### src/rtl/vga_pkg.sv
`default_nettype none
// ============================================================================
// Module      : vga_pkg
// Description : Register indices, VGACR0 bit positions and FSM states shared
//               by the VGA timing generator files.
// Revision    : 1.0 - initial release
// ============================================================================
package vga_pkg;

    localparam int unsigned c_CNT_WIDTH = 13;

    localparam int unsigned c_TIMR0  = 0;
    localparam int unsigned c_TIMR1  = 1;
    localparam int unsigned c_TIMR2  = 2;
    localparam int unsigned c_TIMR3  = 3;
    localparam int unsigned c_TIMR4  = 4;
    localparam int unsigned c_TIMR5  = 5;
    localparam int unsigned c_TIMR6  = 6;
    localparam int unsigned c_TIMR7  = 7;
    localparam int unsigned c_TIMR8  = 8;
    localparam int unsigned c_TIMR9  = 9;
    localparam int unsigned c_VGACR0 = 10;

    localparam int unsigned c_CR0_ENABLE    = 0;
    localparam int unsigned c_CR0_HSYNC_POL = 1;
    localparam int unsigned c_CR0_VSYNC_POL = 2;
    localparam int unsigned c_CR0_IRQ_EN    = 3;

    typedef enum logic [0:0] {
        IDLE = 1'b0,
        RUN  = 1'b1
    } state_t;

endpackage
`default_nettype wire

### src/rtl/vga_timing_gen_if.sv
`default_nettype none
// ============================================================================
// Module      : vga_timing_gen_if
// Description : Register-bus input and sync/coordinate outputs of the VGA
//               timing generator; master is the generator side.
// Revision    : 1.0 - initial release
// ============================================================================
interface vga_timing_gen_if
    import vga_pkg::*;
#(
    parameter int DATA_WIDTH       = 8,
    parameter int NUM_VGA_CONT_REG = 11,
    parameter int CNT_WIDTH        = c_CNT_WIDTH
);
    logic                                   pix_ce;
    logic [NUM_VGA_CONT_REG*DATA_WIDTH-1:0] control_reg_in;
    logic                                   hsync;
    logic                                   vsync;
    logic                                   de;
    logic [CNT_WIDTH-1:0]                   pixel_x;
    logic [CNT_WIDTH-1:0]                   pixel_y;
    logic                                   line_start;
    logic                                   frame_start;
    logic                                   vblank_irq;

    modport master (
        input  pix_ce, control_reg_in,
        output hsync, vsync, de, pixel_x, pixel_y,
               line_start, frame_start, vblank_irq
    );

    modport slave (
        output pix_ce, control_reg_in,
        input  hsync, vsync, de, pixel_x, pixel_y,
               line_start, frame_start, vblank_irq
    );
endinterface
`default_nettype wire

### src/rtl/vga_axis_counter.sv
`default_nettype none
// ============================================================================
// Module      : vga_axis_counter
// Description : One timing axis: counter wrapping at total-1 plus active and
//               sync window compares evaluated on the upcoming count value.
// Revision    : 1.0 - initial release
// ============================================================================
module vga_axis_counter
    import vga_pkg::*;
#(
    parameter int CNT_WIDTH = c_CNT_WIDTH
) (
    input  wire logic                 clk,
    input  wire logic                 rst,
    input  wire logic                 i_clear,
    input  wire logic                 i_advance,
    input  wire logic [CNT_WIDTH-1:0] i_cur_active,
    input  wire logic [CNT_WIDTH-1:0] i_cur_front,
    input  wire logic [CNT_WIDTH-1:0] i_cur_sync,
    input  wire logic [CNT_WIDTH-1:0] i_cur_back,
    input  wire logic [CNT_WIDTH-1:0] i_nxt_active,
    input  wire logic [CNT_WIDTH-1:0] i_nxt_front,
    input  wire logic [CNT_WIDTH-1:0] i_nxt_sync,
    output logic      [CNT_WIDTH-1:0] o_count,
    output logic      [CNT_WIDTH-1:0] o_next_count,
    output logic                      o_wrap,
    output logic                      o_next_active,
    output logic                      o_next_sync
);
    localparam logic [CNT_WIDTH-1:0] c_ONE = CNT_WIDTH'(1);

    logic [CNT_WIDTH-1:0] r_count;
    logic [CNT_WIDTH-1:0] w_total;
    logic [CNT_WIDTH-1:0] w_next;
    logic [CNT_WIDTH-1:0] w_sync_lo;
    logic [CNT_WIDTH-1:0] w_sync_hi;

    // Wrap uses the timing of the frame in progress; windows use the timing
    // that will apply to the value being loaded (new shadow on a reload).
    always_comb begin
        w_total   = i_cur_active + i_cur_front + i_cur_sync + i_cur_back;
        o_wrap    = (r_count == (w_total - c_ONE));
        w_next    = r_count;
        if (i_clear) begin
            w_next = '0;
        end else if (i_advance) begin
            w_next = o_wrap ? '0 : (r_count + c_ONE);
        end
        w_sync_lo     = i_nxt_active + i_nxt_front;
        w_sync_hi     = w_sync_lo + i_nxt_sync;
        o_next_active = (w_next < i_nxt_active);
        o_next_sync   = (w_next >= w_sync_lo) && (w_next < w_sync_hi);
        o_next_count  = w_next;
        o_count       = r_count;
    end

    always_ff @(posedge clk) begin
        if (rst) begin
            r_count <= '0;
        end else begin
            r_count <= w_next;
        end
    end

endmodule
`default_nettype wire

### src/rtl/vga_timing_gen.sv
`default_nettype none
// ============================================================================
// Module      : vga_timing_gen
// Description : VGA sync/DE/coordinate generator driven by the packed control
//               registers, with timing shadowed at frame boundaries.
// Revision    : 1.0 - initial release
// ============================================================================
module vga_timing_gen
    import vga_pkg::*;
#(
    parameter int DATA_WIDTH       = 8,
    parameter int NUM_VGA_CONT_REG = 11,
    parameter int CNT_WIDTH        = c_CNT_WIDTH
) (
    input  wire logic        clock,
    input  wire logic        reset,
    vga_timing_gen_if.master bus
);
    logic [DATA_WIDTH-1:0] w_reg [NUM_VGA_CONT_REG];

    generate
        for (genvar gi = 0; gi < NUM_VGA_CONT_REG; gi++) begin : g_unpack
            assign w_reg[gi] = bus.control_reg_in[gi*DATA_WIDTH +: DATA_WIDTH];
        end
    endgenerate

    logic [CNT_WIDTH-1:0] w_live_h_active, w_live_h_front, w_live_h_sync, w_live_h_back;
    logic [CNT_WIDTH-1:0] w_live_v_active, w_live_v_front, w_live_v_sync, w_live_v_back;
    logic                 w_enable, w_hpol, w_vpol, w_irq_en, w_live_ok;
    logic                 w_unused_bits;

    assign w_live_h_active = CNT_WIDTH'({w_reg[c_TIMR1][3:0], w_reg[c_TIMR0]});
    assign w_live_h_front  = CNT_WIDTH'(w_reg[c_TIMR2]);
    assign w_live_h_sync   = CNT_WIDTH'(w_reg[c_TIMR3]);
    assign w_live_h_back   = CNT_WIDTH'(w_reg[c_TIMR4]);
    assign w_live_v_active = CNT_WIDTH'({w_reg[c_TIMR6][3:0], w_reg[c_TIMR5]});
    assign w_live_v_front  = CNT_WIDTH'(w_reg[c_TIMR7]);
    assign w_live_v_sync   = CNT_WIDTH'(w_reg[c_TIMR8]);
    assign w_live_v_back   = CNT_WIDTH'(w_reg[c_TIMR9]);
    assign w_enable        = w_reg[c_VGACR0][c_CR0_ENABLE];
    assign w_hpol          = w_reg[c_VGACR0][c_CR0_HSYNC_POL];
    assign w_vpol          = w_reg[c_VGACR0][c_CR0_VSYNC_POL];
    assign w_irq_en        = w_reg[c_VGACR0][c_CR0_IRQ_EN];
    assign w_live_ok       = w_enable && (w_live_h_active != '0) && (w_live_v_active != '0);
    assign w_unused_bits   = ^{w_reg[c_TIMR1][DATA_WIDTH-1:4], w_reg[c_TIMR6][DATA_WIDTH-1:4],
                               w_reg[c_VGACR0][DATA_WIDTH-1:4]};

    state_t r_state, w_state_nxt;
    logic   w_load, w_clear, w_adv, w_line_pulse, w_frame_pulse, w_run_nxt;

    logic [CNT_WIDTH-1:0] r_sh_h_active, r_sh_h_front, r_sh_h_sync, r_sh_h_back;
    logic [CNT_WIDTH-1:0] r_sh_v_active, r_sh_v_front, r_sh_v_sync, r_sh_v_back;
    logic [CNT_WIDTH-1:0] w_nxt_h_active, w_nxt_h_front, w_nxt_h_sync;
    logic [CNT_WIDTH-1:0] w_nxt_v_active, w_nxt_v_front, w_nxt_v_sync;

    logic [CNT_WIDTH-1:0] w_h_count, w_h_next, w_v_count, w_v_next;
    logic                 w_h_wrap, w_h_next_active, w_h_next_sync;
    logic                 w_v_wrap, w_v_next_active, w_v_next_sync;

    assign w_nxt_h_active = w_load ? w_live_h_active : r_sh_h_active;
    assign w_nxt_h_front  = w_load ? w_live_h_front  : r_sh_h_front;
    assign w_nxt_h_sync   = w_load ? w_live_h_sync   : r_sh_h_sync;
    assign w_nxt_v_active = w_load ? w_live_v_active : r_sh_v_active;
    assign w_nxt_v_front  = w_load ? w_live_v_front  : r_sh_v_front;
    assign w_nxt_v_sync   = w_load ? w_live_v_sync   : r_sh_v_sync;

    always_ff @(posedge clock) begin
        if (reset) begin
            r_state <= IDLE;
        end else begin
            r_state <= w_state_nxt;
        end
    end

    always_comb begin
        w_state_nxt   = r_state;
        w_load        = 1'b0;
        w_clear       = 1'b0;
        w_adv         = 1'b0;
        w_line_pulse  = 1'b0;
        w_frame_pulse = 1'b0;
        case (r_state)
            IDLE: begin
                if (bus.pix_ce) begin
                    w_clear = 1'b1;
                    if (w_live_ok) begin
                        w_load        = 1'b1;
                        w_state_nxt   = RUN;
                        w_line_pulse  = 1'b1;
                        w_frame_pulse = 1'b1;
                    end
                end
            end
            RUN: begin
                if (bus.pix_ce) begin
                    if (!w_enable) begin
                        w_clear     = 1'b1;
                        w_state_nxt = IDLE;
                    end else if (w_h_wrap && w_v_wrap) begin
                        // Frame boundary: restart with fresh timing or drop out
                        w_clear = 1'b1;
                        if (w_live_ok) begin
                            w_load        = 1'b1;
                            w_line_pulse  = 1'b1;
                            w_frame_pulse = 1'b1;
                        end else begin
                            w_state_nxt = IDLE;
                        end
                    end else begin
                        w_adv        = 1'b1;
                        w_line_pulse = w_h_wrap;
                    end
                end
            end
            default: begin
                w_clear     = 1'b1;
                w_state_nxt = IDLE;
            end
        endcase
    end

    assign w_run_nxt = (w_state_nxt == RUN);

    always_ff @(posedge clock) begin
        if (reset) begin
            r_sh_h_active <= '0;
            r_sh_h_front  <= '0;
            r_sh_h_sync   <= '0;
            r_sh_h_back   <= '0;
            r_sh_v_active <= '0;
            r_sh_v_front  <= '0;
            r_sh_v_sync   <= '0;
            r_sh_v_back   <= '0;
        end else if (w_load) begin
            r_sh_h_active <= w_live_h_active;
            r_sh_h_front  <= w_live_h_front;
            r_sh_h_sync   <= w_live_h_sync;
            r_sh_h_back   <= w_live_h_back;
            r_sh_v_active <= w_live_v_active;
            r_sh_v_front  <= w_live_v_front;
            r_sh_v_sync   <= w_live_v_sync;
            r_sh_v_back   <= w_live_v_back;
        end
    end

    vga_axis_counter #(.CNT_WIDTH(CNT_WIDTH)) u_h_axis (
        .clk           (clock),
        .rst           (reset),
        .i_clear       (w_clear),
        .i_advance     (w_adv),
        .i_cur_active  (r_sh_h_active),
        .i_cur_front   (r_sh_h_front),
        .i_cur_sync    (r_sh_h_sync),
        .i_cur_back    (r_sh_h_back),
        .i_nxt_active  (w_nxt_h_active),
        .i_nxt_front   (w_nxt_h_front),
        .i_nxt_sync    (w_nxt_h_sync),
        .o_count       (w_h_count),
        .o_next_count  (w_h_next),
        .o_wrap        (w_h_wrap),
        .o_next_active (w_h_next_active),
        .o_next_sync   (w_h_next_sync)
    );

    vga_axis_counter #(.CNT_WIDTH(CNT_WIDTH)) u_v_axis (
        .clk           (clock),
        .rst           (reset),
        .i_clear       (w_clear),
        .i_advance     (w_adv && w_h_wrap),
        .i_cur_active  (r_sh_v_active),
        .i_cur_front   (r_sh_v_front),
        .i_cur_sync    (r_sh_v_sync),
        .i_cur_back    (r_sh_v_back),
        .i_nxt_active  (w_nxt_v_active),
        .i_nxt_front   (w_nxt_v_front),
        .i_nxt_sync    (w_nxt_v_sync),
        .o_count       (w_v_count),
        .o_next_count  (w_v_next),
        .o_wrap        (w_v_wrap),
        .o_next_active (w_v_next_active),
        .o_next_sync   (w_v_next_sync)
    );

    logic r_de, r_hsync, r_vsync, r_line_start, r_frame_start, r_vblank_irq;

    always_ff @(posedge clock) begin
        if (reset) begin
            r_de          <= 1'b0;
            r_hsync       <= 1'b1;
            r_vsync       <= 1'b1;
            r_line_start  <= 1'b0;
            r_frame_start <= 1'b0;
            r_vblank_irq  <= 1'b0;
        end else begin
            r_line_start  <= w_line_pulse;
            r_frame_start <= w_frame_pulse;
            r_vblank_irq  <= w_adv && w_irq_en && (w_h_next == '0) && (w_v_next == r_sh_v_active);
            if (bus.pix_ce) begin
                r_de    <= w_run_nxt && w_h_next_active && w_v_next_active;
                r_hsync <= (w_run_nxt && w_h_next_sync) ? w_hpol : ~w_hpol;
                r_vsync <= (w_run_nxt && w_v_next_sync) ? w_vpol : ~w_vpol;
            end
        end
    end

    assign bus.pixel_x     = w_h_count;
    assign bus.pixel_y     = w_v_count;
    assign bus.de          = r_de;
    assign bus.hsync       = r_hsync;
    assign bus.vsync       = r_vsync;
    assign bus.line_start  = r_line_start;
    assign bus.frame_start = r_frame_start;
    assign bus.vblank_irq  = r_vblank_irq;

endmodule
`default_nettype wire
### src/flat_wrapper.sv
// flat-port wrapper written by rule: the top's interface ports become plain ports
module vga_timing_gen_flat import vga_pkg::*;
#(
    parameter int DATA_WIDTH       = 8,
    parameter int NUM_VGA_CONT_REG = 11,
    parameter int CNT_WIDTH        = c_CNT_WIDTH
)
  (clock, reset, bus_pix_ce, bus_control_reg_in, bus_hsync, bus_vsync, bus_de, bus_pixel_x, bus_pixel_y, bus_line_start, bus_frame_start, bus_vblank_irq);
  vga_timing_gen_if #(.DATA_WIDTH(DATA_WIDTH), .NUM_VGA_CONT_REG(NUM_VGA_CONT_REG), .CNT_WIDTH(CNT_WIDTH)) bus_i ();
  input  wire logic clock;
  input  wire logic reset;
  input wire logic [$bits(bus_i.pix_ce)-1:0] bus_pix_ce;
  input wire logic [$bits(bus_i.control_reg_in)-1:0] bus_control_reg_in;
  output wire logic [$bits(bus_i.hsync)-1:0] bus_hsync;
  output wire logic [$bits(bus_i.vsync)-1:0] bus_vsync;
  output wire logic [$bits(bus_i.de)-1:0] bus_de;
  output wire logic [$bits(bus_i.pixel_x)-1:0] bus_pixel_x;
  output wire logic [$bits(bus_i.pixel_y)-1:0] bus_pixel_y;
  output wire logic [$bits(bus_i.line_start)-1:0] bus_line_start;
  output wire logic [$bits(bus_i.frame_start)-1:0] bus_frame_start;
  output wire logic [$bits(bus_i.vblank_irq)-1:0] bus_vblank_irq;
  assign bus_i.pix_ce = bus_pix_ce;
  assign bus_i.control_reg_in = bus_control_reg_in;
  assign bus_hsync = bus_i.hsync;
  assign bus_vsync = bus_i.vsync;
  assign bus_de = bus_i.de;
  assign bus_pixel_x = bus_i.pixel_x;
  assign bus_pixel_y = bus_i.pixel_y;
  assign bus_line_start = bus_i.line_start;
  assign bus_frame_start = bus_i.frame_start;
  assign bus_vblank_irq = bus_i.vblank_irq;
  vga_timing_gen #(.DATA_WIDTH(DATA_WIDTH), .NUM_VGA_CONT_REG(NUM_VGA_CONT_REG), .CNT_WIDTH(CNT_WIDTH)) u_core (.clock(clock), .reset(reset), .bus(bus_i));
endmodule
### config.mk
export PLATFORM = sky130hd
export DESIGN_NAME = vga_timing_gen_flat
export DESIGN_NICKNAME = d
export VERILOG_FILES = /design/src/rtl/vga_pkg.sv /design/src/rtl/vga_timing_gen_if.sv /design/src/rtl/vga_axis_counter.sv /design/src/rtl/vga_timing_gen.sv /design/src/flat_wrapper.sv
export SDC_FILE = /design/constraint.sdc
export NUM_CORES = 1
export LEC_CHECK = 0
export CAP_MARGIN = 20
export CORE_UTILIZATION = 45
export DETAILED_ROUTE_END_ITERATION = 8
export GPL_TIMING_DRIVEN = 0
export PLACE_DENSITY = 0.65
export SLEW_MARGIN = 10
export SYNTH_ARGS = -nofsm -noshare
export SYNTH_HDL_FRONTEND = slang
export SYNTH_SLANG_ARGS = --single-unit
### constraint.sdc
create_clock -name clock -period 10.2 [get_ports clock]
set_input_delay 1.02 -clock clock [delete_from_list [all_inputs] [get_ports clock]]
set_output_delay 1.02 -clock clock [all_outputs]
set_load 0.02 [all_outputs]
==> out/metrics.csv, run 1 <==
stage;metric;value;unit
status;status;finished clean;
global_routing;GRT busiest layer;met2;
routing;via count;11500;
floorplanning;total core area;27000;sq um
synthesis;Gate Count Post-Synth;1532;
layout;Filler Cell Count;2546;
global_routing;gr ovfl total;0;
clock_tree;CTS tree;built;
routing;total wire length;41400;um
layout;Synth-to-Final Area Change;20.4;%
synthesis;#FFs+latches synth;127;
synthesis;Yosys top cell area share;20.4;%
timing;Worst Skew;0.0260;ns
placement;Buffers on Ports;109;
routing;drt drc;0;
critical_path;r2r setup slk;0.31;ns
layout;post-route cell area;15000;sq um
routing;vias per cell;5.69;
synthesis;sequential area share after synthesis;20.4;%
layout;final net count;1979;
timing;f_max;0.101;GHz
critical_path;Worst Setup SP;u_core.r_sh_h_back[1]$_SDFFE_PP0P_;
placement;DP Wirelength;32800;um
synthesis;synthesized area;12400;sq um
routing;Avg WL per Cell;20.5;um
timing;Fin. Hold Viols;0;
global_routing;met1 usage;41.2;%
clock_tree;Clock Path Buffers;2;
hold_path;hold endpoint;u_core.r_sh_h_back[6]$_SDFFE_PP0P_;
global_routing;grt met3 use;5.45;%
critical_path;FF-to-FF End;u_core.bus.vsync$_SDFFE_PP1P_;
synthesis;Warnings, synthesis;0;
timing;Slew HR;21.0;%
layout;Final Non-Filler Cells;2020;
critical_path;Worst EP required;10.49;ns
synthesis;Cell variety after synth;81;
critical_path;WP data arrival;10.17;ns
synthesis;Syn Area/Cell;8.12;sq um
hold_path;Worst Hold Class;flop to flop;
floorplanning;Die Ht;168;um
global_routing;met2 Usage GRT;45.1;%
layout;proportion of layout cells with a drive suffix above 1;6.43;%
critical_path;CP max stage cell;fa_2;
placement;GP Congestion;0.942;
timing;fin crit period;9.89;ns
clock_tree;clk slew on worst S/H paths;0.07;ns
critical_path;Worst Setup End Kind;flop;
routing;First DRT Iteration DRCs;909;
timing;Slew Limit Fails;0;
layout;area occupied by registers;2540;sq um
placement;placed inst area;14000;sq um
critical_path;worst-path fanout max;10;
clock_tree;Skew-Pair Late Insertion Delay;0.44;ns
hold_path;hold depth;2;
synthesis;Synthesized Nets;1845;
clock_tree;CTS Buf Count;17;
global_routing;number of global-route vias before repair;11100;
global_routing;first-pass GRT wire length;63400;um
power;worst vdd ir;105;uV
layout;fin util;55.4;%
global_routing;total global-route track usage;29.5;%
floorplanning;initial core utilization;46.0;%
floorplanning;Top Ports;123;
floorplanning;die area;28300;sq um
synthesis;fraction of registers with async set/reset;0;%
floorplanning;Rows;60;
timing;RSZ-0062 raised after global routing;true;
clock_tree;Sink Count;127;
critical_path;Largest stage delay, worst path;0.57;ns
power;Power Dens Cells;141;nW/um^2
routing;Final ANT Viol Nets;0;
critical_path;CP Launch Type;flop;
layout;Antenna Cells;0;
critical_path;CP Class;flop to flop;
synthesis;area leader, netlist;dfxtp_1;
clock_tree;Root Buffer;clkbuf_16;
synthesis;Post-synth EDFFs;0;
hold_path;hold path start;u_core.r_sh_h_back[6]$_SDFFE_PP0P_;
timing;fin crit share;96.9;%
routing;Pre-antenna DRT Iters;5;
clock_tree;H-tree depth;4;
synthesis;Synth Flop Type;dfxtp_1;
flow_run;Max-Cap Viols;0;
layout;Multi-input gate area;9260;sq um
timing;Final setup viols;0;
power;Static Leakage;6.81;nW
floorplanning;DIE WIDTH;168;um
global_routing;antenna violations before repair;1;
critical_path;worst-case reg-to-reg path depth;46;
placement;Placed Cells;1982;
synthesis;Synth area leaders;dfxtp_1, ha_1, fa_1;
timing;transition time of the tightest slew-check pin;1.17;ns
global_routing;largest net degree at the start of global routing;17;
critical_path;FF-to-FF Start;u_core.r_sh_h_back[1]$_SDFFE_PP0P_;
==> critical path, delay by kind of cell (launching register included) <==
family          cells  cell delay [ns]
flops               1             0.33
buf+inv             7             0.83
fa+ha+maj          10             3.58
xor+xnor            5             0.75
simple gates       10             1.67
compound gates     14             2.55
==> metrics by stage <==
step / TNS [ns] / hold slack (ns) / worst slack [ns] / total power, W
3_5_place_dp: -3.19 / 0.448 / -2.13 / 0.00129
5_1_grt: -0.0562 / 0.479 / -0.0562 / 0.00222
6_report: 0 / 0.456 / 0.313 / 0.00212
4_1_cts: 0 / 0.457 / 0.0405 / 0.00208
2_1_floorplan: 0 / 0.432 / 0.867 / 0.00108
3_3_place_gp: -3.09 / 0.444 / -2.07 / 0.00128
==> how the worst max path moves through the flow <==
stage                                          endpoint  cells after the start
after global routing      u_core.bus.vsync$_SDFFE_PP1P_                     45
after CTS                 u_core.bus.vsync$_SDFFE_PP1P_                     45
after global placement    u_core.bus.vsync$_SDFFE_PP1P_                     44
after detailed placement  u_core.bus.vsync$_SDFFE_PP1P_                     44
final                     u_core.bus.vsync$_SDFFE_PP1P_                     46
after floorplan           u_core.bus.vsync$_SDFFE_PP1P_                     44
==> logic make-up after synthesis <==
kind of cell | count (synthesis) | share of synthesized area (%)
flops | 127 | 20.4
buf+inv | 222 | 6.75
mux | 35 | 2.85
compound gates | 280 | 15.1
fa+ha+maj | 230 | 25.5
xor+xnor | 117 | 8.52
simple gates | 521 | 20.9
==> power by group <==
| group | switching, W | internal (W) | total (W) | leakage, nW |
|---|---|---|---|---|
| Combinational | 0.000481 | 0.000347 | 0.000829 | 5.44 |
| Sequential | 0.0000124 | 0.000511 | 0.000523 | 1.03 |
| Clock | 0.000268 | 0.000499 | 0.000767 | 0.341 |
==> cell usage in the layout (no fill, tap or decap), types with 33 or more instances in the layout <==
master / count
ha_1: 177
inv_1: 172
nand2_1: 143
dfxtp_1: 127
nor2_1: 119
clkdlybuf4s50_1: 109
a21oi_1: 80
xnor2_1: 63
o21ai_0: 54
nor3_1: 53
nor2b_1: 52
xor2_1: 49
fa_1: 38
a21o_1: 33
==> Yosys cell counts (30+ instances only) <==
cell type	n
o21ai_0	59
nand2_1	143
nor2b_1	53
xor2_1	49
nor3_1	56
ha_1	180
xnor2_1	65
a21o_1	33
nand4_1	30
clkbuf_1	37
mux2i_1	32
nor2_1	122
fa_1	42
a21oi_1	84
inv_1	172
dfxtp_1	127
==> repair_timing <==
item / CTS / global route
hold buffers: 0 / 0
pin swaps: 4 / 14
buffers inserted: 1 / 7
setup endpoints to repair: 2 / 2
resized for setup: 34 / 44
==> final cells by class <==
type                            count  area share (%)
Multi-Input combinational cell   1183            61.8
Sequential cell                   127            17.0
Tap cell                          341            2.85
Timing Repair Buffer              117            7.69
Clock buffer                       20            3.05
Buffer                             48            1.63
Clock inverter                     12            1.69
Inverter                          172            4.31
==> flip-flops by register name, indices dropped and copies added (netlist names) <==
register,flops
u_core.bus.de,1
u_core.u_h_axis.o_count,13
u_core.bus.vblank_irq,1
u_core.bus.hsync,1
u_core.bus.frame_start,1
u_core.r_sh_h_active,13
u_core.r_sh_h_back,8
u_core.r_sh_v_front,13
u_core.u_v_axis.o_count,13
u_core.r_sh_h_sync,13
u_core.r_sh_v_sync,13
u_core.bus.line_start,1
u_core.r_state,1
u_core.r_sh_v_active,13
u_core.r_sh_v_back,8
u_core.r_sh_h_front,13
u_core.bus.vsync,1
==> layer usage <==
metal / wire length (um) / vias to the layer above
met4: 1170 / 0
met2: 17700 / 435
met1: 19500 / 5436
li1: - / 5550
met3: 2970 / 68
met5: 0 / -
No activity file was read; power rests on OpenSTA's default activity.
==> run 2: changes to the inputs <==
--- a/config.mk
+++ b/config.mk
@@ -14,3 +14,4 @@
 export SYNTH_ARGS = -nofsm -noshare
 export SYNTH_HDL_FRONTEND = slang
 export SYNTH_SLANG_ARGS = --single-unit
+export TNS_END_PERCENT = 5
==> results of run 2 <==
No change in the layout: final DEF, timing and power equal those of run 1.
==> run 3: changes to the inputs <==
--- a/config.mk
+++ b/config.mk
@@ -5,7 +5,7 @@
 export SDC_FILE = /design/constraint.sdc
 export NUM_CORES = 1
 export LEC_CHECK = 0
-export CAP_MARGIN = 20
+export CAP_MARGIN = 15
 export CORE_UTILIZATION = 45
 export DETAILED_ROUTE_END_ITERATION = 8
 export GPL_TIMING_DRIVEN = 0
==> results of run 3 <==
No change in the layout: final DEF, timing and power equal those of run 1.
